$ cat src/rtl/rx32_pkg.sv
// Shared types for the rx32 register-file write path.
package rx32_pkg;

  localparam int XLEN = 32;

  typedef logic [4:0] reg_idx_t;

  typedef enum logic {
    SRC_ALU = 1'b0,
    SRC_LSU = 1'b1
  } req_src_t;

endpackage

$ cat src/rtl/rf_scoreboard.sv
// Pending-write mask with combinational hazard lookup for two source operands.
// Register 0 is never marked pending. A set wins over a clear to the same index.
module rf_scoreboard
  import rx32_pkg::*;
#(
  parameter int NREGS = 32
) (
  input  logic       clk,
  input  logic       rst,
  input  logic       set_valid_i,
  input  logic [4:0] set_idx_i,
  input  logic       clr_valid_i,
  input  logic [4:0] clr_idx_i,
  input  logic [4:0] rs1_i,
  input  logic [4:0] rs2_i,
  output logic       hazard1_o,
  output logic       hazard2_o
);

  logic [NREGS-1:0] pending_q, pending_d;

  // Next mask: apply the writeback clear first so a same-cycle set overrides it.
  always_comb begin
    pending_d = pending_q;
    for (int i = 1; i < NREGS; i++) begin
      if (clr_valid_i && (clr_idx_i == reg_idx_t'(i))) pending_d[i] = 1'b0;
      if (set_valid_i && (set_idx_i == reg_idx_t'(i))) pending_d[i] = 1'b1;
    end
    pending_d[0] = 1'b0;
  end

  // Mask register.
  always_ff @(posedge clk) begin
    if (rst) pending_q <= '0;
    else     pending_q <= pending_d;
  end

  assign hazard1_o = (rs1_i != '0) && pending_q[rs1_i];
  assign hazard2_o = (rs2_i != '0) && pending_q[rs2_i];

endmodule

$ cat src/rtl/rf_write_arbiter.sv
// Arbitrates ALU and LSU writebacks onto the single register-file write port,
// tracks pending destinations for decode hazards, and counts refused cycles.
// Optional macro RF_ARB_ROUND_ROBIN_EN: alternate grants on contention;
// otherwise LSU always wins.
module rf_write_arbiter
  import rx32_pkg::*;
#(
  parameter int XLEN  = rx32_pkg::XLEN,
  parameter int NREGS = 32
) (
  input  logic            clk,
  input  logic            rst,
  input  logic            alu_valid,
  input  logic [4:0]      alu_rd,
  input  logic [XLEN-1:0] alu_data,
  output logic            alu_ready,
  input  logic            lsu_valid,
  input  logic [4:0]      lsu_rd,
  input  logic [XLEN-1:0] lsu_data,
  output logic            lsu_ready,
  input  logic            issue_valid,
  input  logic [4:0]      issue_rd,
  input  logic [4:0]      rs1,
  input  logic [4:0]      rs2,
  output logic            hazard1,
  output logic            hazard2,
  output logic            WE3,
  output logic [4:0]      WA3,
  output logic [XLEN-1:0] WD3,
  output logic [15:0]     stall_cnt
);

  req_src_t        grant_src;
  logic            accept, refused;
  reg_idx_t        sel_rd;
  logic [XLEN-1:0] sel_data;

  logic            we_q, we_d;
  reg_idx_t        wa_q, wa_d;
  logic [XLEN-1:0] wd_q, wd_d;
  logic [15:0]     stall_q, stall_d;

`ifdef RF_ARB_ROUND_ROBIN_EN
  req_src_t last_q, last_d;
`endif

  // Grant selection; nothing is accepted while reset is asserted.
  always_comb begin
    grant_src = SRC_LSU;
    alu_ready = 1'b0;
    lsu_ready = 1'b0;
    if (!rst) begin
      if (alu_valid && lsu_valid) begin
`ifdef RF_ARB_ROUND_ROBIN_EN
        grant_src = (last_q == SRC_LSU) ? SRC_ALU : SRC_LSU;
`else
        grant_src = SRC_LSU;
`endif
      end else if (alu_valid) begin
        grant_src = SRC_ALU;
      end
      alu_ready = alu_valid && (grant_src == SRC_ALU);
      lsu_ready = lsu_valid && (grant_src == SRC_LSU);
    end
  end

  assign accept   = (alu_valid && alu_ready) || (lsu_valid && lsu_ready);
  assign refused  = (alu_valid && !alu_ready) || (lsu_valid && !lsu_ready);
  assign sel_rd   = (grant_src == SRC_ALU) ? alu_rd : lsu_rd;
  assign sel_data = (grant_src == SRC_ALU) ? alu_data : lsu_data;

  // Write-port next state: an accepted x0 write still updates WA3/WD3 but never strobes WE3.
  always_comb begin
    we_d    = 1'b0;
    wa_d    = wa_q;
    wd_d    = wd_q;
    stall_d = stall_q;
    if (accept) begin
      we_d = (sel_rd != '0);
      wa_d = sel_rd;
      wd_d = sel_data;
    end
    if (refused && (stall_q != 16'hFFFF)) stall_d = stall_q + 16'd1;
  end

  // Write-port and stall-counter registers.
  always_ff @(posedge clk) begin
    if (rst) begin
      we_q    <= 1'b0;
      wa_q    <= '0;
      wd_q    <= '0;
      stall_q <= '0;
    end else begin
      we_q    <= we_d;
      wa_q    <= wa_d;
      wd_q    <= wd_d;
      stall_q <= stall_d;
    end
  end

`ifdef RF_ARB_ROUND_ROBIN_EN
  assign last_d = accept ? grant_src : last_q;

  // Last-grant pointer; moves only when a request is actually taken.
  always_ff @(posedge clk) begin
    if (rst) last_q <= SRC_LSU;
    else     last_q <= last_d;
  end
`endif

  rf_scoreboard #(.NREGS(NREGS)) u_sb (
    .clk         (clk),
    .rst         (rst),
    .set_valid_i (issue_valid && (issue_rd != '0)),
    .set_idx_i   (issue_rd),
    .clr_valid_i (we_q),
    .clr_idx_i   (wa_q),
    .rs1_i       (rs1),
    .rs2_i       (rs2),
    .hazard1_o   (hazard1),
    .hazard2_o   (hazard2)
  );

  assign WE3       = we_q;
  assign WA3       = wa_q;
  assign WD3       = wd_q;
  assign stall_cnt = stall_q;

endmodule

$ cat config.mk
export PLATFORM = sky130hd
export DESIGN_NAME = rf_write_arbiter
export DESIGN_NICKNAME = d
export VERILOG_FILES = /design/src/rtl/rx32_pkg.sv /design/src/rtl/rf_scoreboard.sv /design/src/rtl/rf_write_arbiter.sv
export SDC_FILE = /design/constraint.sdc
export NUM_CORES = 1
export LEC_CHECK = 0
export ABC_CLOCK_PERIOD_IN_PS = 1900
export CAP_MARGIN = 20
export CORE_ASPECT_RATIO = 0.7
export CORE_MARGIN = 4
export CORE_UTILIZATION = 40
export DETAILED_ROUTE_END_ITERATION = 8
export PLACE_DENSITY = 0.76
export SYNTH_ARGS = -nofsm -noshare
export SYNTH_HDL_FRONTEND = slang
export SYNTH_SLANG_ARGS = --single-unit
export TNS_END_PERCENT = 1
$ cat constraint.sdc
create_clock -name clk -period 1.9 [get_ports clk]
set_clock_uncertainty 0.1 [all_clocks]
set_input_delay 0.38 -clock clk [delete_from_list [all_inputs] [get_ports clk]]
set_output_delay 0.38 -clock clk [all_outputs]
set_load 0.02 [all_outputs]
==> results.tsv, run 1 <==
stage	metric	value	unit
status	run status	finished with violations	
status	violations in the final reports	setup timing	
setup_path	maximum fanout along the worst path	3	
setup_path	slowest cell on the critical path	mux4_2	
route	number of nets with antenna violations after routing	0	
synth	number of enable flip-flop cells after synthesis	0	
setup_path	start of the worst register-to-register path	stall_cnt[0]$_SDFFE_PP0P_	
global_routing	vias in the first global route	4696	
placed_design	final RePlAce weighted congestion	1.03	
floorplanning	I/O pin total	152	
setup_path	launching element type of the critical path	flip-flop	
hold_path	startpoint of the worst hold path	u_sb.pending_q[8]$_SDFFE_PP0P_	
sta	final worst setup slack	-254	ps
route	Wirelength per Cell	17.1	microns
setup_path	worst endpoint data arrival time	1670	ps
route	DRC violation count after routing	0	
finish	post-synthesis to final-layout area growth	57.9	%
sta	total count of max-transition violations in the final report	0	
placed_design	Port-buffer cells	151	
synth	most frequent cell after synthesis	nor2_1	
sta	min cycle time layout	2150	ps
clocking	number of buffers added by the clock tree synthesis step	9	
synth	most common flop cell mapped by yosys	dfxtp_1	
global_routing	first-pass GRT wire length	23600	microns
sta	final cycle utilization of the critical path	1.13	
synth	Synth top cells by count	nor2_1, dfxtp_1, a21oi_1	
floorplanning	Core ar.	10500	sq um
hold_path	worst hold path type	flip-flop to flip-flop	
finish	final net count	822	
clocking	root buf cell	clkbuf_16	
finish	antenna diode count	0	
clocking	CTS H-Tree Depth	3	
finish	post-layout utilization of the core	0.659	
route	via total after detailed routing	4807	
sta	Slew Limit Headroom	0.708	
synth	count of distinct cell types in the synthesized netlist	43	
sta	unrepaired setup endpoints after global routing	true	
finish	Filler Cell Count	823	
power	worst voltage drop across the vdd grid	0.464	mV
clocking	latest clock arrival within the worst-skew pair	330	ps
route	post-detailed-route via-to-cell ratio	5.46	
floorplanning	Initial Utilization	0.417	
synth	post-synthesis instance area	4390	sq um
setup_path	critical path launch point	u_sb.pending_q[7]$_SDFFE_PP0P_	
floorplanning	# rows	31	
route	Final Routed Wirelength	15000	microns
finish	final instance area	6920	sq um
clocking	cts-stage hold buffer count	0	
global_routing	final global-route overflow total	0	
route	number of DRC markers in iteration 0	382	
synth	Synth area leader	dfxtp_1	
flow_run	max-capacitance violation count	0	
sta	Worst Hold Margin	415	ps
synth	cells after synthesis	537	
sta	transition time at the pin with the least slew margin	438	ps
setup_path	Cell Chain, Critical Path	mux4_2, inv_2, a2111oi_4, a21oi_2, nand3_2, buf_6	
floorplanning	Die W	133	microns
synth	count of warnings emitted by yosys	0	
clocking	Worst-path clk slew	60	ps
synth	Syn Nets	632	
clocking	CTS sink cnt	85	
setup_path	critical path endpoint category	output port	
placed_design	detailed placer's ending HPWL	11500	microns
floorplanning	Die Ht	95.6	microns
setup_path	critical path type	flip-flop to output port	
synth	most area-consuming cells after synthesis	dfxtp_1, mux2i_1, nor2_1	
power	total power per unit cell area	684	nW/um^2
clocking	deepest clock path buffer count	2	
floorplanning	Die Area	12700	sq um
global_routing	initial antenna violation count	0	
sta	number of setup violations in the final report	2	
synth	share of flip-flops with an asynchronous set or reset	0	
setup_path	Buf/Inv on CP	2	
synth	post-synthesis sequential area ratio	0.388	
global_routing	pin count of the biggest net entering global routing	35	
synth	average cell area after synthesis	8.17	sq um
power	leakage power of the design	2.87	nW
sta	Max Clock Freq	0.464	GHz
placed_design	pre-CTS setup slack	-1210	ps
setup_path	worst endpoint required time	1420	ps
sta	Final Hold Fails	0	
route	first-pass iteration count of the detailed router	5	
setup_path	family with the most delay on the worst path	multiplexers	
setup_path	largest stage delay on the critical path	470	ps
placed_design	instance area at placement	6400	sq um
global_routing	gr usage total	0.231	
synth	fraction of post-synthesis cell area in the top cell type by area	0.388	
synth	number of storage elements in the synthesis netlist	85	
finish	layout cell share with drive strength beyond 1	0.171	
clocking	TritonCTS clock tree	yes	
layout make-up:
| cell class | instances | area, sq um | share of cell area |
|---|---|---|---|
| Clock inverter | 3 | 67.6 | 0.00976 |
| Tap cell | 148 | 185 | 0.0267 |
| Multi-Input combinational cell | 417 | 2730 | 0.394 |
| Sequential cell | 85 | 1710 | 0.247 |
| Clock buffer | 13 | 260 | 0.0376 |
| Timing Repair Buffer | 211 | 1970 | 0.284 |
| Inverter | 3 | 11.3 | 0.00163 |
per-layer routing:
layer / global-route usage / up-vias / routed length, microns
met5: 0 / - / 0
met4: 0.0805 / 0 / 356
met3: 0.0849 / 41 / 1470
met2: 0.361 / 227 / 6730
met1: 0.297 / 2257 / 6460
li1: - / 2282 / -
report_power, final:
group | switching, mW | internal, mW | total [mW]
Combinational | 0.449 | 0.488 | 0.937
Sequential | 0.0489 | 1.85 | 1.90
Clock | 0.674 | 1.22 | 1.90
worst register-to-register path, stage by stage (launching register included):
cell and delay (ps):
dfxtp_2 340, ha_2 190, nand4_1 170, o41a_1 490, nand3_1 150, xor2_1 170, nor2_1 50
final timing paths:
| path | endpoint | cells after the start | slack [ps] |
|---|---|---|---|
| max | hazard2 | 6 | -250 |
| min | u_sb.pending_q[8]$_SDFFE_PP0P_ | 2 | 420 |
| max reg2reg | stall_cnt[6]$_SDFFE_PP0P_ | 6 | 120 |
| min reg2reg | u_sb.pending_q[8]$_SDFFE_PP0P_ | 2 | 420 |
per-stage QoR:
stage | cells | power (mW) | TNS [ps]
2_1_floorplan | 537 | 2.34 | -421
3_3_place_gp | 864 | 2.81 | -2480
3_5_place_dp | 864 | 2.83 | -2840
4_1_cts | 880 | 4.77 | -477
5_1_grt | 880 | 4.93 | -608
6_report | 880 | 4.74 | -494
registers in the layout (all words and copies together) (netlist names):
register        count
WE3                 1
stall_cnt          16
u_sb.pending_q     31
WD3                32
WA3                 5
cells by family after synthesis:
group,count (synthesis),share of synthesized area
xor gates and xnor gates,13,0.0260
DFF,85,0.388
adders and majority gates,2,0.00514
and+or+nand+nor,216,0.244
muxes,60,0.143
AOI/OAI and AO/OA,126,0.161
buffers and inverters,35,0.0331
placed cells by master (no fill, tap or decap), types with 3 or more instances in the layout:
cell type / netlist / routed
a21oi_1: 72 / 70
clkbuf_16: 0 / 9
a2111oi_2: 0 / 6
a221oi_2: 0 / 4
nand2_1: 34 / 34
dfxtp_2: 0 / 5
and3_1: 4 / 4
buf_4: 1 / 58
clkdlybuf4s50_1: 0 / 123
nand4_1: 12 / 12
nand3_1: 16 / 14
nor2_1: 97 / 97
buf_6: 0 / 4
buf_2: 8 / 5
nor2b_1: 20 / 18
o21ai_1: 10 / 10
nor3_2: 3 / 3
nand4b_1: 5 / 5
xor2_1: 6 / 6
dlygate4sd2_1: 0 / 8
dfxtp_1: 85 / 80
dlymetal6s2s_1: 0 / 11
nand2b_1: 8 / 8
o21ai_0: 23 / 23
mux2i_1: 56 / 56
xnor2_1: 7 / 7
what timing repair did:
item	4_1_cts	5_1_grt
resized for setup	73	16
pin swaps	6	7
setup buffers	0	0
setup endpoints to repair	8	22
endpoints found under the hold margin	0	0
No activity file was read; power rests on OpenSTA's default activity.
==> inputs of run 2 (changes only) <==
GPL_TIMING_DRIVEN = 0   (was not set)
HOLD_SLACK_MARGIN = 0.05   (was not set)
==> run 2 against run 1 <==
The run still ends with setup timing left. Register-to-register slack got worse by 80 ps. Sequential power about the same. Sequential cell count unchanged. Non-clock buffer count fell by 33. Power is 3.5% lower. Critical path type unchanged. Wire length is 0.95% lower. Critical path depth unchanged.
==> results.tsv, run 2 (same netlist as run 1, synthesis figures left out) <==
stage	metric	value	unit	change
setup_path	maximum fanout along the worst path	3		unchanged
global_routing	initial antenna violation count	0		unchanged
power	total power per unit cell area	698	nW/um^2	+2.0%
floorplanning	Die Ht	95.6	microns	unchanged
setup_path	logic depth of the worst path, buffers included	6		unchanged
finish	antenna diode count	0		unchanged
route	Wirelength per Cell	17.6	microns	+2.9%
global_routing	first-pass GRT wire length	23500	microns	-0.76%
placed_design	final RePlAce weighted congestion	0.968		-6.0%
global_routing	final global-route overflow total	0		unchanged
placed_design	Port-buffer cells	145		-4.0%
sta	transition time at the pin with the least slew margin	742	ps	+304 ps
placed_design	Inst Count DP	830		-3.9%
clocking	latest clock arrival within the worst-skew pair	340	ps	about the same
clocking	CTS sink cnt	85		unchanged
finish	layout cell share with drive strength beyond 1	0.116		-0.0549
setup_path	critical path type	flip-flop to output port		
clocking	CTS H-Tree Depth	3		unchanged
finish	post-route insts no fill	847		-3.8%
global_routing	pin count of the biggest net entering global routing	15		-57%
placed_design	detailed placer's ending HPWL	11400	microns	-0.77%
hold_path	Worst Hold Path Cells	3		+1
finish	leading cell type in the layout, fill and taps excluded	clkdlybuf4s50_1		
floorplanning	Die Area	12700	sq um	unchanged
sta	Slew Limit Headroom	0.505		-0.203
finish	Filler Cell Count	872		+6.0%
power	net switching component of the power	1.22	mW	+4.1%
finish	most frequent cells in the layout	clkdlybuf4s50_1, nor2_1, a21oi_1		
route	number of nets with antenna violations after routing	0		unchanged
placed_design	pre-CTS setup slack	-1120	ps	+91.2 ps
power	clock share of power	0.390		-0.011
flow_run	max-capacitance violation count	0		unchanged
power	relative contribution of sequential cells to total power	0.419		+0.018
route	number of DRC markers in iteration 0	404		+5.8%
status	run status	finished with violations		
sta	unrepaired setup endpoints after global routing	true		
setup_path	slowest cell on the critical path	mux4_2		
route	Final Routed Wirelength	14900	microns	-0.95%
clocking	cts-stage hold buffer count	0		unchanged
global_routing	vias in the first global route	4622		-1.6%
sta	total count of max-transition violations in the final report	0		unchanged
route	post-detailed-route via-to-cell ratio	5.53		+1.2%
route	DRC violation count after routing	0		unchanged
power	leakage power of the design	2.45	nW	-15%
setup_path	Buf/Inv on CP	2		unchanged
clocking	TritonCTS clock tree	yes		
finish	final net count	789		-4.0%
sta	Final Hold Fails	0		unchanged
floorplanning	Core ar.	10500	sq um	unchanged
floorplanning	Die W	133	microns	unchanged
sta	final worst setup slack	-213	ps	+41.5 ps
hold_path	worst hold path type	input port to flip-flop		
sta	min cycle time layout	2110	ps	-41.5 ps
floorplanning	# rows	31		unchanged
setup_path	family with the most delay on the worst path	multiplexers		
floorplanning	Initial Utilization	0.417		unchanged
status	violations in the final reports	setup timing		
power	combinational share of power	0.192		-0.006
clocking	root buf cell	clkbuf_16		
sta	number of setup violations in the final report	2		unchanged
setup_path	worst endpoint data arrival time	1630	ps	-40 ps
route	via total after detailed routing	4680		-2.6%
power	cell-internal power	3.35	mW	-6.0%
clocking	deepest clock path buffer count	2		unchanged
sta	Max Clock Freq	0.473	GHz	+2.0%
setup_path	R2R Setup Slk	40	ps	-80 ps
setup_path	worst endpoint required time	1420	ps	about the same
setup_path	critical path endpoint category	output port		
setup_path	Cell Chain, Critical Path	mux4_2, inv_2, a2111oi_4, a21oi_2, nand3_2, buf_6		
power	switching portion of total power	0.267		+0.0195
finish	post-synthesis to final-layout area growth	49.4	%	
setup_path	largest stage delay on the critical path	470	ps	about the same
finish	number of flip-flops under the largest register name	32		unchanged
setup_path	reg2reg path depth	7		+1
floorplanning	I/O pin total	152		unchanged
setup_path	launching element type of the critical path	flip-flop		
route	first-pass iteration count of the detailed router	6		+1
clocking	Worst-path clk slew	70	ps	about the same
sta	final cycle utilization of the critical path	1.11		-0.0219
clocking	number of buffers added by the clock tree synthesis step	9		unchanged
global_routing	gr usage total	0.231		-0.000280
power	worst voltage drop across the vdd grid	0.557	mV	+20%
-- run 2: cell types whose count changed in the layout (fill, tap and decap cells not counted), moves of 3 or more --
cell	previous run	this run
a221oi_1	2	6
buf_4	58	4
clkbuf_1	2	21
dlymetal6s2s_1	11	1
dfxtp_1	80	68
buf_2	5	2
a221oi_2	4	0
clkdlybuf4s50_1	123	127
dfxtp_2	5	15
-- run 2: per-layer routing --
layer	track usage	part of all wire	vias up
li1	-	-	2223
met1	0.298	0.43	2181
met2	0.372	0.45	252
met3	0.0876	0.099	24
met4	0.0522	0.015	0
met5	0	0	-
-- run 2: cell type report --
class                      instances  area, sq um  area share
buffer                            32          180      0.0275
clock buffer                      11          243      0.0371
clock inverter                     5         60.1     0.00917
inverter                           3         11.3     0.00172
multi-input combinational        417         2700       0.412
sequential                        85         1730       0.264
tap                              148          185      0.0283
timing repair buffer             146         1450       0.221
-- run 2: path summary, 6_finish.rpt --
check,startpoint,endpoint
min reg2reg,u_sb.pending_q[7]$_SDFFE_PP0P_,u_sb.pending_q[7]$_SDFFE_PP0P_
max reg2reg,stall_cnt[0]$_SDFFE_PP0P_,stall_cnt[7]$_SDFFE_PP0P_
min,issue_rd[0],u_sb.pending_q[11]$_SDFFE_PP0P_
max,u_sb.pending_q[7]$_SDFFE_PP0P_,hazard2
-- run 2: worst reg2reg max path, cell delays in order (launching register included) --
cell	delay (ps)
dfxtp_4	390
ha_4	150
nand4_1	170
o41a_1	420
buf_6	150
nand4_1	110
xor2_1	180
nor2_1	60
-- run 2: repair_timing --
item | in CTS | in global routing
setup buffers | 1 | 0
hold endpoints to repair | 0 | 0
resized for setup | 67 | 40
endpoints found under the setup margin | 29 | 27
pin swaps | 6 | 8
-- run 2: stage by stage --
step           power, mW   util  hold slack (ps)  TNS, ps  area (sq um)
4_1_cts             4.57  0.612              337     -494          6430
5_1_grt             4.75  0.623              377     -621          6550
3_5_place_dp        2.78  0.575              388   -19610          6040
2_1_floorplan       2.34      -              358     -421          4410
6_report            4.57  0.623              346     -419          6550
3_3_place_gp        2.77  0.575              377   -18270          6040
-- run 2: power groups by stage --
stage | registers, mW | logic, mW | clock network [mW]
after floorplan | 2.00 | 0.342 | 0
after global placement | 1.94 | 0.823 | 0
after detailed placement | 1.95 | 0.836 | 0
after CTS | 1.91 | 0.854 | 1.81
after global routing | 1.92 | 0.944 | 1.89
final | 1.91 | 0.877 | 1.78
